**src/rtl/sv_uart_tx_arbiter_if.sv**
```systemverilog
// Handshake bundle between the requester side and the engine side of the UART TX arbiter.
interface sv_uart_tx_arbiter_if #(
    parameter int NUM_REQ    = 4,
    parameter int DATA_WIDTH = 24,
    parameter int ID_WIDTH   = $clog2(NUM_REQ)
);
    logic [NUM_REQ*DATA_WIDTH-1:0] s_axis_tdata;
    logic [NUM_REQ-1:0]            s_axis_tvalid;
    logic [NUM_REQ-1:0]            s_axis_tready;
    logic [DATA_WIDTH-1:0]         m_axis_tdata;
    logic                          m_axis_tvalid;
    logic                          m_axis_tready;
    logic [ID_WIDTH-1:0]           m_axis_tid;

    modport master (
        output s_axis_tdata, s_axis_tvalid, m_axis_tready,
        input  s_axis_tready, m_axis_tdata, m_axis_tvalid, m_axis_tid
    );

    modport slave (
        input  s_axis_tdata, s_axis_tvalid, m_axis_tready,
        output s_axis_tready, m_axis_tdata, m_axis_tvalid, m_axis_tid
    );
endinterface

```
**src/rtl/sv_uart_tx_arbiter.sv**
```systemverilog
// Round-robin arbiter sharing one UART engine transmit channel between NUM_REQ
// AXI-stream requesters, with a programmable idle gap after each transmitted word.
module sv_uart_tx_arbiter #(
    parameter int NUM_REQ    = 4,
    parameter int DATA_WIDTH = 24,
    parameter int ID_WIDTH   = $clog2(NUM_REQ)
) (
    input  logic                iclk,
    input  logic                irst_n,
    sv_uart_tx_arbiter_if.slave bus,
    input  logic [15:0]         igap,
    output logic                obusy
);

    typedef enum logic [1:0] {
        ST_IDLE = 2'd0,
        ST_SEND = 2'd1,
        ST_GAP  = 2'd2
    } state_t;

    state_t                  state_r;
    state_t                  state_next_s;
    logic [ID_WIDTH-1:0]     ptr_r;
    logic [15:0]             gap_cnt_r;
    logic [DATA_WIDTH-1:0]   m_tdata_r;
    logic                    m_tvalid_r;
    logic [ID_WIDTH-1:0]     m_tid_r;
    logic                    busy_r;

    logic                    win_found_s;
    logic [ID_WIDTH-1:0]     win_idx_s;
    logic [DATA_WIDTH-1:0]   win_data_s;
    logic [ID_WIDTH-1:0]     win_next_s;
    logic [NUM_REQ-1:0]      tready_s;

    assign bus.m_axis_tdata  = m_tdata_r;
    assign bus.m_axis_tvalid = m_tvalid_r;
    assign bus.m_axis_tid    = m_tid_r;
    assign bus.s_axis_tready = tready_s;
    assign obusy             = busy_r;

    // Winner search: first valid requester at or above the pointer, wrapping modulo NUM_REQ.
    always_comb begin
        int idx;
        idx         = 0;
        win_found_s = 1'b0;
        win_idx_s   = '0;
        win_data_s  = '0;
        for (int i = 0; i < NUM_REQ; i++) begin
            idx = int'(ptr_r) + i;
            if (idx >= NUM_REQ) begin
                idx = idx - NUM_REQ;
            end else begin
                idx = idx;
            end
            if (!win_found_s && bus.s_axis_tvalid[idx]) begin
                win_found_s = 1'b1;
                win_idx_s   = ID_WIDTH'(idx);
                win_data_s  = bus.s_axis_tdata[idx*DATA_WIDTH +: DATA_WIDTH];
            end else begin
                win_found_s = win_found_s;
            end
        end
        if (win_idx_s == ID_WIDTH'(NUM_REQ - 1)) begin
            win_next_s = '0;
        end else begin
            win_next_s = win_idx_s + ID_WIDTH'(1);
        end
    end

    // State register.
    always_ff @(posedge iclk or negedge irst_n) begin
        if (!irst_n) begin
            state_r <= ST_IDLE;
        end else begin
            state_r <= state_next_s;
        end
    end

    // Next-state decode.
    always_comb begin
        state_next_s = state_r;
        case (state_r)
            ST_IDLE: begin
                if (win_found_s) begin
                    state_next_s = ST_SEND;
                end else begin
                    state_next_s = ST_IDLE;
                end
            end
            ST_SEND: begin
                if (bus.m_axis_tready) begin
                    if (igap == 16'd0) begin
                        state_next_s = ST_IDLE;
                    end else begin
                        state_next_s = ST_GAP;
                    end
                end else begin
                    state_next_s = ST_SEND;
                end
            end
            ST_GAP: begin
                if (gap_cnt_r == 16'd0) begin
                    state_next_s = ST_IDLE;
                end else begin
                    state_next_s = ST_GAP;
                end
            end
            default: begin
                state_next_s = ST_IDLE;
            end
        endcase
    end

    // Requester ready decode; held low while reset is asserted so no grant can leak out.
    always_comb begin
        tready_s = '0;
        if (irst_n && (state_r == ST_IDLE) && win_found_s) begin
            tready_s[win_idx_s] = 1'b1;
        end else begin
            tready_s = '0;
        end
    end

    // Output word register, priority pointer, gap counter and busy flag.
    always_ff @(posedge iclk or negedge irst_n) begin
        if (!irst_n) begin
            ptr_r      <= '0;
            gap_cnt_r  <= 16'd0;
            m_tdata_r  <= '0;
            m_tvalid_r <= 1'b0;
            m_tid_r    <= '0;
            busy_r     <= 1'b0;
        end else begin
            case (state_r)
                ST_IDLE: begin
                    if (win_found_s) begin
                        m_tdata_r  <= win_data_s;
                        m_tid_r    <= win_idx_s;
                        m_tvalid_r <= 1'b1;
                        ptr_r      <= win_next_s;
                    end
                end
                ST_SEND: begin
                    if (bus.m_axis_tready) begin
                        m_tvalid_r <= 1'b0;
                        // igap is captured only here; later changes do not stretch the gap.
                        if (igap != 16'd0) begin
                            gap_cnt_r <= igap - 16'd1;
                        end
                    end
                end
                ST_GAP: begin
                    if (gap_cnt_r != 16'd0) begin
                        gap_cnt_r <= gap_cnt_r - 16'd1;
                    end
                end
                default: begin
                    m_tvalid_r <= 1'b0;
                end
            endcase
            busy_r <= (state_next_s != ST_IDLE);
        end
    end

endmodule

```
**src/flat_wrapper.sv**
```systemverilog
// flat-port wrapper written by rule: the top's interface ports become plain ports
module sv_uart_tx_arbiter_flat 
#(
    parameter int NUM_REQ    = 4,
    parameter int DATA_WIDTH = 24,
    parameter int ID_WIDTH   = $clog2(NUM_REQ)
)
  (iclk, irst_n, igap, obusy, bus_s_axis_tdata, bus_s_axis_tvalid, bus_m_axis_tready, bus_s_axis_tready, bus_m_axis_tdata, bus_m_axis_tvalid, bus_m_axis_tid);
  sv_uart_tx_arbiter_if #(.NUM_REQ(NUM_REQ), .DATA_WIDTH(DATA_WIDTH), .ID_WIDTH(ID_WIDTH)) bus_i ();
  input  logic iclk;
  input  logic irst_n;
  input  logic [15:0] igap;
  output logic obusy;
  input wire logic [$bits(bus_i.s_axis_tdata)-1:0] bus_s_axis_tdata;
  input wire logic [$bits(bus_i.s_axis_tvalid)-1:0] bus_s_axis_tvalid;
  input wire logic [$bits(bus_i.m_axis_tready)-1:0] bus_m_axis_tready;
  output wire logic [$bits(bus_i.s_axis_tready)-1:0] bus_s_axis_tready;
  output wire logic [$bits(bus_i.m_axis_tdata)-1:0] bus_m_axis_tdata;
  output wire logic [$bits(bus_i.m_axis_tvalid)-1:0] bus_m_axis_tvalid;
  output wire logic [$bits(bus_i.m_axis_tid)-1:0] bus_m_axis_tid;
  assign bus_i.s_axis_tdata = bus_s_axis_tdata;
  assign bus_i.s_axis_tvalid = bus_s_axis_tvalid;
  assign bus_i.m_axis_tready = bus_m_axis_tready;
  assign bus_s_axis_tready = bus_i.s_axis_tready;
  assign bus_m_axis_tdata = bus_i.m_axis_tdata;
  assign bus_m_axis_tvalid = bus_i.m_axis_tvalid;
  assign bus_m_axis_tid = bus_i.m_axis_tid;
  sv_uart_tx_arbiter #(.NUM_REQ(NUM_REQ), .DATA_WIDTH(DATA_WIDTH), .ID_WIDTH(ID_WIDTH)) u_core (.iclk(iclk), .irst_n(irst_n), .bus(bus_i), .igap(igap), .obusy(obusy));
endmodule
```
**config.mk**
```make
export PLATFORM = sky130hd
export DESIGN_NAME = sv_uart_tx_arbiter_flat
export DESIGN_NICKNAME = d
export VERILOG_FILES = /design/src/rtl/sv_uart_tx_arbiter_if.sv /design/src/rtl/sv_uart_tx_arbiter.sv /design/src/flat_wrapper.sv
export SDC_FILE = /design/constraint.sdc
export NUM_CORES = 1
export LEC_CHECK = 0
export CELL_PAD_IN_SITES_DETAIL_PLACEMENT = 1
export CELL_PAD_IN_SITES_GLOBAL_PLACEMENT = 1
export CORE_MARGIN = 2
export CORE_UTILIZATION = 40
export DETAILED_ROUTE_END_ITERATION = 7
export PLACE_DENSITY = 0.87
export SYNTH_ARGS = -nofsm -noshare
export SYNTH_HDL_FRONTEND = slang
export SYNTH_SLANG_ARGS = --single-unit
```
**constraint.sdc**
```tcl
create_clock -name iclk -period 7.5 [get_ports iclk]
set_input_delay 1.875 -clock iclk [delete_from_list [all_inputs] [get_ports iclk]]
set_output_delay 1.875 -clock iclk [all_outputs]
set_load 0.005 [all_outputs]
```
# Word-level counts from Yosys, hierarchy flattened
# Index checks and enable logic that the tools add are counted.
# word_totals
latch_bits	0
rom_bits	0
wordCells	106
out_inout_bits	32
ramBits	0
memories	0
ff_bits	48
# op_classes
eq_ne	7
n_div	0
mul	4
n_reduce_logical	19
shifts	4
add_sub_neg	10
bitwise_logic	1
n_lt_le_gt_ge	10
muxes	44
# op_table
op	n
$shiftx 96x32->24	4
$lt 32x4->1 const B	4
$mul 32x3->29 const B	4
$mux 32	4
$ge 32x4->1 const B	3
$mux 24	4
$sub 32x4->32 const B	3
$mux 16	3
$logic_not 16->1	2
$pmux 16 s2	1
$reduce_bool 16->1	2
$sub 16x1->16 const B	2
$mux 1	16
$mux 2	8
$bmux 1 s2	4
$add 2x2->3 const B	2
$logic_and 1x1->1	6
$ne 2x1->1 const B	3
$pmux 2 s3	1
$eq 2x2->1 const B	2
$mux 4	1
$reduce_and 4->1	1
$reduce_bool 2->1	2
$sub 2x3->4 const B	1
other kinds (14)	16

# Depth between registers and ports, before layout
# logic_depth
depth_word	20
depth_mapped	21
ltp_nobuf	11

# Worst setup path after synthesis
# OpenSTA, ideal clock, no wires.
# synth_timing
path_kind	register -> output
from	register u_core.ptr_r[0]
to	output bus_s_axis_tready[3]
path_buffers	10
stages_incl_launch_ff	17
setup_slack_ns	2.092
arrival_time_ns	3.533
cell_sequence	dfrtp_1 -> buf_2 -> buf_4 -> inv_1 -> clkbuf_1 -> buf_1 -> ha_1 -> buf_4 -> buf_4 -> buf_4 -> buf_4 -> buf_2 -> buf_2 -> nand2_1 -> o32a_1 -> ha_1 -> and3_1
# synth_between
elab_chain_len	20
word_cells_on_any_way	48
# synth_rtl
element	line_no	source
start, declared	sv_uart_tx_arbiter.sv:23	logic [ID_WIDTH-1:0] ptr_r;
start signal, assigned	sv_uart_tx_arbiter.sv:141	ptr_r <= win_next_s;
branches (longest 14 deep; another with $sub 32x4->32)	--	
$mux 2 *	sv_uart_tx_arbiter.sv:56	if (!win_found_s && bus.s_axis_tvalid[idx]) begin
via u_core.win_idx_s[1]	sv_uart_tx_arbiter.sv:31	logic [ID_WIDTH-1:0] win_idx_s;
$lt 2x3->1 (not written as such) or $ge 2x1->1 (tied branches)	sv_uart_tx_arbiter.sv:119	tready_s[win_idx_s] = 1'b1;
$logic_and 1x1->1 (not written as such)	sv_uart_tx_arbiter.sv:119	
$mux 1 (not written as such)	sv_uart_tx_arbiter.sv:119	
$demux 1 s2 *	--	
$mux 4 *	sv_uart_tx_arbiter.sv:118	if (irst_n && (state_r == ST_IDLE) && win_found_s) begin
end, declared	flat_wrapper.sv:17	output wire logic [$bits(bus_i.s_axis_tready)-1:0] bus_s_axis_tready;
# Mark *: on every way through the listed nets, which the timed path passes. The select of a mux whose other input is x is not followed.

# Worst setup path in the final report
# layout_timing
from	input bus_s_axis_tvalid[3]
to	output bus_s_axis_tready[3]
# layout_between
elab_chain_len	18
word_cells_on_any_way	33
# layout_rtl
element	line_no	source
start, declared	flat_wrapper.sv:15	input wire logic [$bits(bus_i.s_axis_tvalid)-1:0] bus_s_axis_tvalid;
$bmux 1 s2	sv_uart_tx_arbiter.sv:56	
$mux 1 (not written as such) (2 in series)	sv_uart_tx_arbiter.sv:56	
$mux 1	sv_uart_tx_arbiter.sv:56	
$logic_not 1->1	sv_uart_tx_arbiter.sv:56	
$logic_and 1x1->1	sv_uart_tx_arbiter.sv:56	
$mux 1	sv_uart_tx_arbiter.sv:56	
$logic_not 1->1	sv_uart_tx_arbiter.sv:56	
$logic_and 1x1->1	sv_uart_tx_arbiter.sv:56	
[2 not listed]	--	
$logic_and 1x1->1	sv_uart_tx_arbiter.sv:56	
$mux 2 *	sv_uart_tx_arbiter.sv:56	
via u_core.win_idx_s[0]	sv_uart_tx_arbiter.sv:31	
$lt 2x3->1 (not written as such) or $ge 2x1->1 (tied branches)	sv_uart_tx_arbiter.sv:119	
$logic_and 1x1->1 (not written as such)	sv_uart_tx_arbiter.sv:119	
$mux 1 (not written as such)	sv_uart_tx_arbiter.sv:119	
$demux 1 s2 *	--	
$mux 4 *	sv_uart_tx_arbiter.sv:118	
# Mark *: on every way through the listed nets, which the timed path passes. The rest lies on a longest branch. The select of a mux whose other input is x is not followed.

==> metrics.yaml <==
status: "complete, no violations"
clock_sink_count: 48
whs_path_depth: 2
io_buffers: 150
drive_gt1_share_pct: 11.1
rsz0062_at_grt: "no"
cts_tree: "yes"
syn2layout_area_growth_pct: 14.5
fin_nets: 1657
initial_core_util_pct: 40.7
slew_violations: 0
die_x_um: 172
holdWs_ns: 0.503
grtUsageTotal_pct: 35.3
synth-edff-count: 0
final_cell_mix: "nand2_1, clkdlybuf4s50_1, mux2i_1"
hp-start: "u_core.bus.m_axis_tvalid"
clk_pin_slew_worst_paths_ns: 0.07
grt_pass1_wl_um: 80900
layout_min_cycle_time_ns: 6.61
pwr_density_cell_nw_per_um2: 553
core-area_um2: 27900
finalNonFillerCells: 1904
fin_ws_ns: 0.890
row_count: 61
grt_overflow: 0
cts_buffers: 5
wl_um: 53700
place_ws_ns: 0.964
synth-simple-area-share_pct: 21.5
grt_max_degree: 193
reg2regPathDepth: 11
synthAdderAreaFrac_pct: 1.44
clock_path_buffers: 2
fin_area_um2: 13000
root_buffer: "clkbuf_16"
r2r-start: "u_core.ptr_r[0]"
ys_warn_count: 0
fin_tns_setup_ns: 0
synth_cells: 1499
ys_seq_area_share_pct: 10.6
synthTopCellsByArea: "mux4_2, mux2i_1, dfrtp_1"
endpoint_kind: "output port"
hpwlAfterDp_um: 35700
cp_max_fo: 13
fmax_mhz: 151
crit_arrival_ns: 4.74
fin_skew_ns: 0.0159
synth_xor_area_share_pct: 0.232
synth_top_flop_cell: "dfrtp_1"
dr.pass1.iters: 8
ys_seq_elements: 48
antenna_found_initial: 0
peakVddDrop_v: 0.000456
hold_class: "reg -> reg"
max_slew_margin_pct: 9.40
synth_compound_area_share_pct: 30.4
avgRoutedWirePerCell_um: 28.2
gp_congestion: 0.958
post-route-period-util_pct: 88.1
synthMuxAreaShare_pct: 28.7
path_class: "in -> out"
syn_avg_cell_area_um2: 7.56
synth_cell_types: 81
final_util_pct: 46.6
clock_latency_ns: 0.32
via_per_inst: 7.37
reg2reg_to: "u_core.bus.m_axis_tdata[10]"
post-cts-setup-buffers: 0
ctsResizeCount: 0
p_total_mw: 7.17
placed_area_um2: 12800
cp-start-kind: "input pin"
yosysTopAreaCell: "mux4_2"
leakage_nw: 4.80
synth_fp_nets: 1631
htree_levels: 2
grt_pass1_vias: 13900
drt_iter0_drc: 2074
vias: 14000
hold_violations: 0
r2r_slack_ns: 2.15
io_pins: 151
worstPathRequired_ns: 5.62
dp.cells: 1896
setup_violations: 0
ctsHoldBuffers: 0
tightest_slew_ns: 1.35
drc_errors: 0
n_antenna_cell: 0
synth_top_family_by_area: "compound AO/OA/AOI/OAI gates"
synth_top_area_share_pct: 12.3
async_flop_share_pct: 100
drv_cap: 0
dieHeight_um: 172
ant_nets: 0
layout_commonest_cell: "nand2_1"
dieArea_um2: 29700
min_to: "u_core.bus.m_axis_tvalid"
synth_area_um2: 11300
==> layout make-up <==
cell class	count	area, um^2
Clock buffer	6	129
Sequential cell	48	1200
Multi-Input combinational cell	1270	9370
Inverter	27	101
Clock inverter	2	12.5
Timing Repair Buffer	173	1680
Tap cell	378	473
Fill cell	3426	14900
==> per-layer routing <==
metal	GRT usage (%)	part of all wire, %
met1	45.3	38
met2	54.4	43
met3	8.06	12
met4	20.8	6.6
met5	0	0
==> synthesized netlist by cell type (all sizes together) (15+ instances only) <==
master and number:
a221oi 18, nand3 48, o22ai 38, o211ai 18, mux2i 136, a21oi 121
a211oi 27, nor2b 20, o21ai 66, o32ai 15, a22oi 17, nor3 42
dfrtp 48, nor2 125, inv 27, mux4 62, nand2 158, buf 87
nand2b 39, mux2 43, and3 18, a31oi 39, clkbuf 67
==> cells by family (layout without fill, tap and decap cells) <==
| kind of cell | after synthesis | after routing |
|---|---|---|
| fa+ha+maj | 13 | 13 |
| compound gates | 503 | 503 |
| buf+inv | 181 | 208 |
| mux | 241 | 241 |
| other cells | 1 | 1 |
| xor+xnor | 3 | 3 |
| flops | 48 | 48 |
| simple gates | 509 | 509 |
==> power by group <==
part	internal [mW]	switching [mW]
clock	0.124	0.128
sequential	0.401	0.162
combinational	2.45	3.90
total	2.97	4.19
==> flip-flops by register name, summed over array words and instances (netlist names) <==
name and cells:
u_core.bus.m_axis_tdata 24, u_core.gap_cnt_r 16, u_core.bus.m_axis_tid 2, u_core.ptr_r 2, u_core.state_r 2, u_core.bus.m_axis_tvalid 1
u_core.obusy 1
==> worst max-delay path, cell delays in order <==
cell,delay (ns)
clkdlybuf4s50_1,0.65
mux2_2,0.40
mux2i_1,0.14
buf_4,0.28
nand2_1,0.10
nand2_1,0.09
o31a_1,0.25
inv_1,0.11
ha_1,0.22
and3_1,0.17
clkdlybuf4s50_1,0.44
==> worst max-delay path by stage <==
stage                              start  depth (start not counted)                   end
CTS                 bus_s_axis_tvalid[3]                         11  bus_s_axis_tready[3]
detailed placement  bus_s_axis_tvalid[3]                         11  bus_s_axis_tready[3]
global placement    bus_s_axis_tvalid[3]                         11  bus_s_axis_tready[3]
global route        bus_s_axis_tvalid[3]                         11  bus_s_axis_tready[1]
finish              bus_s_axis_tvalid[3]                         11  bus_s_axis_tready[3]
floorplan                u_core.ptr_r[0]                         16  bus_s_axis_tready[3]
No activity file was read; power rests on OpenSTA's default activity.
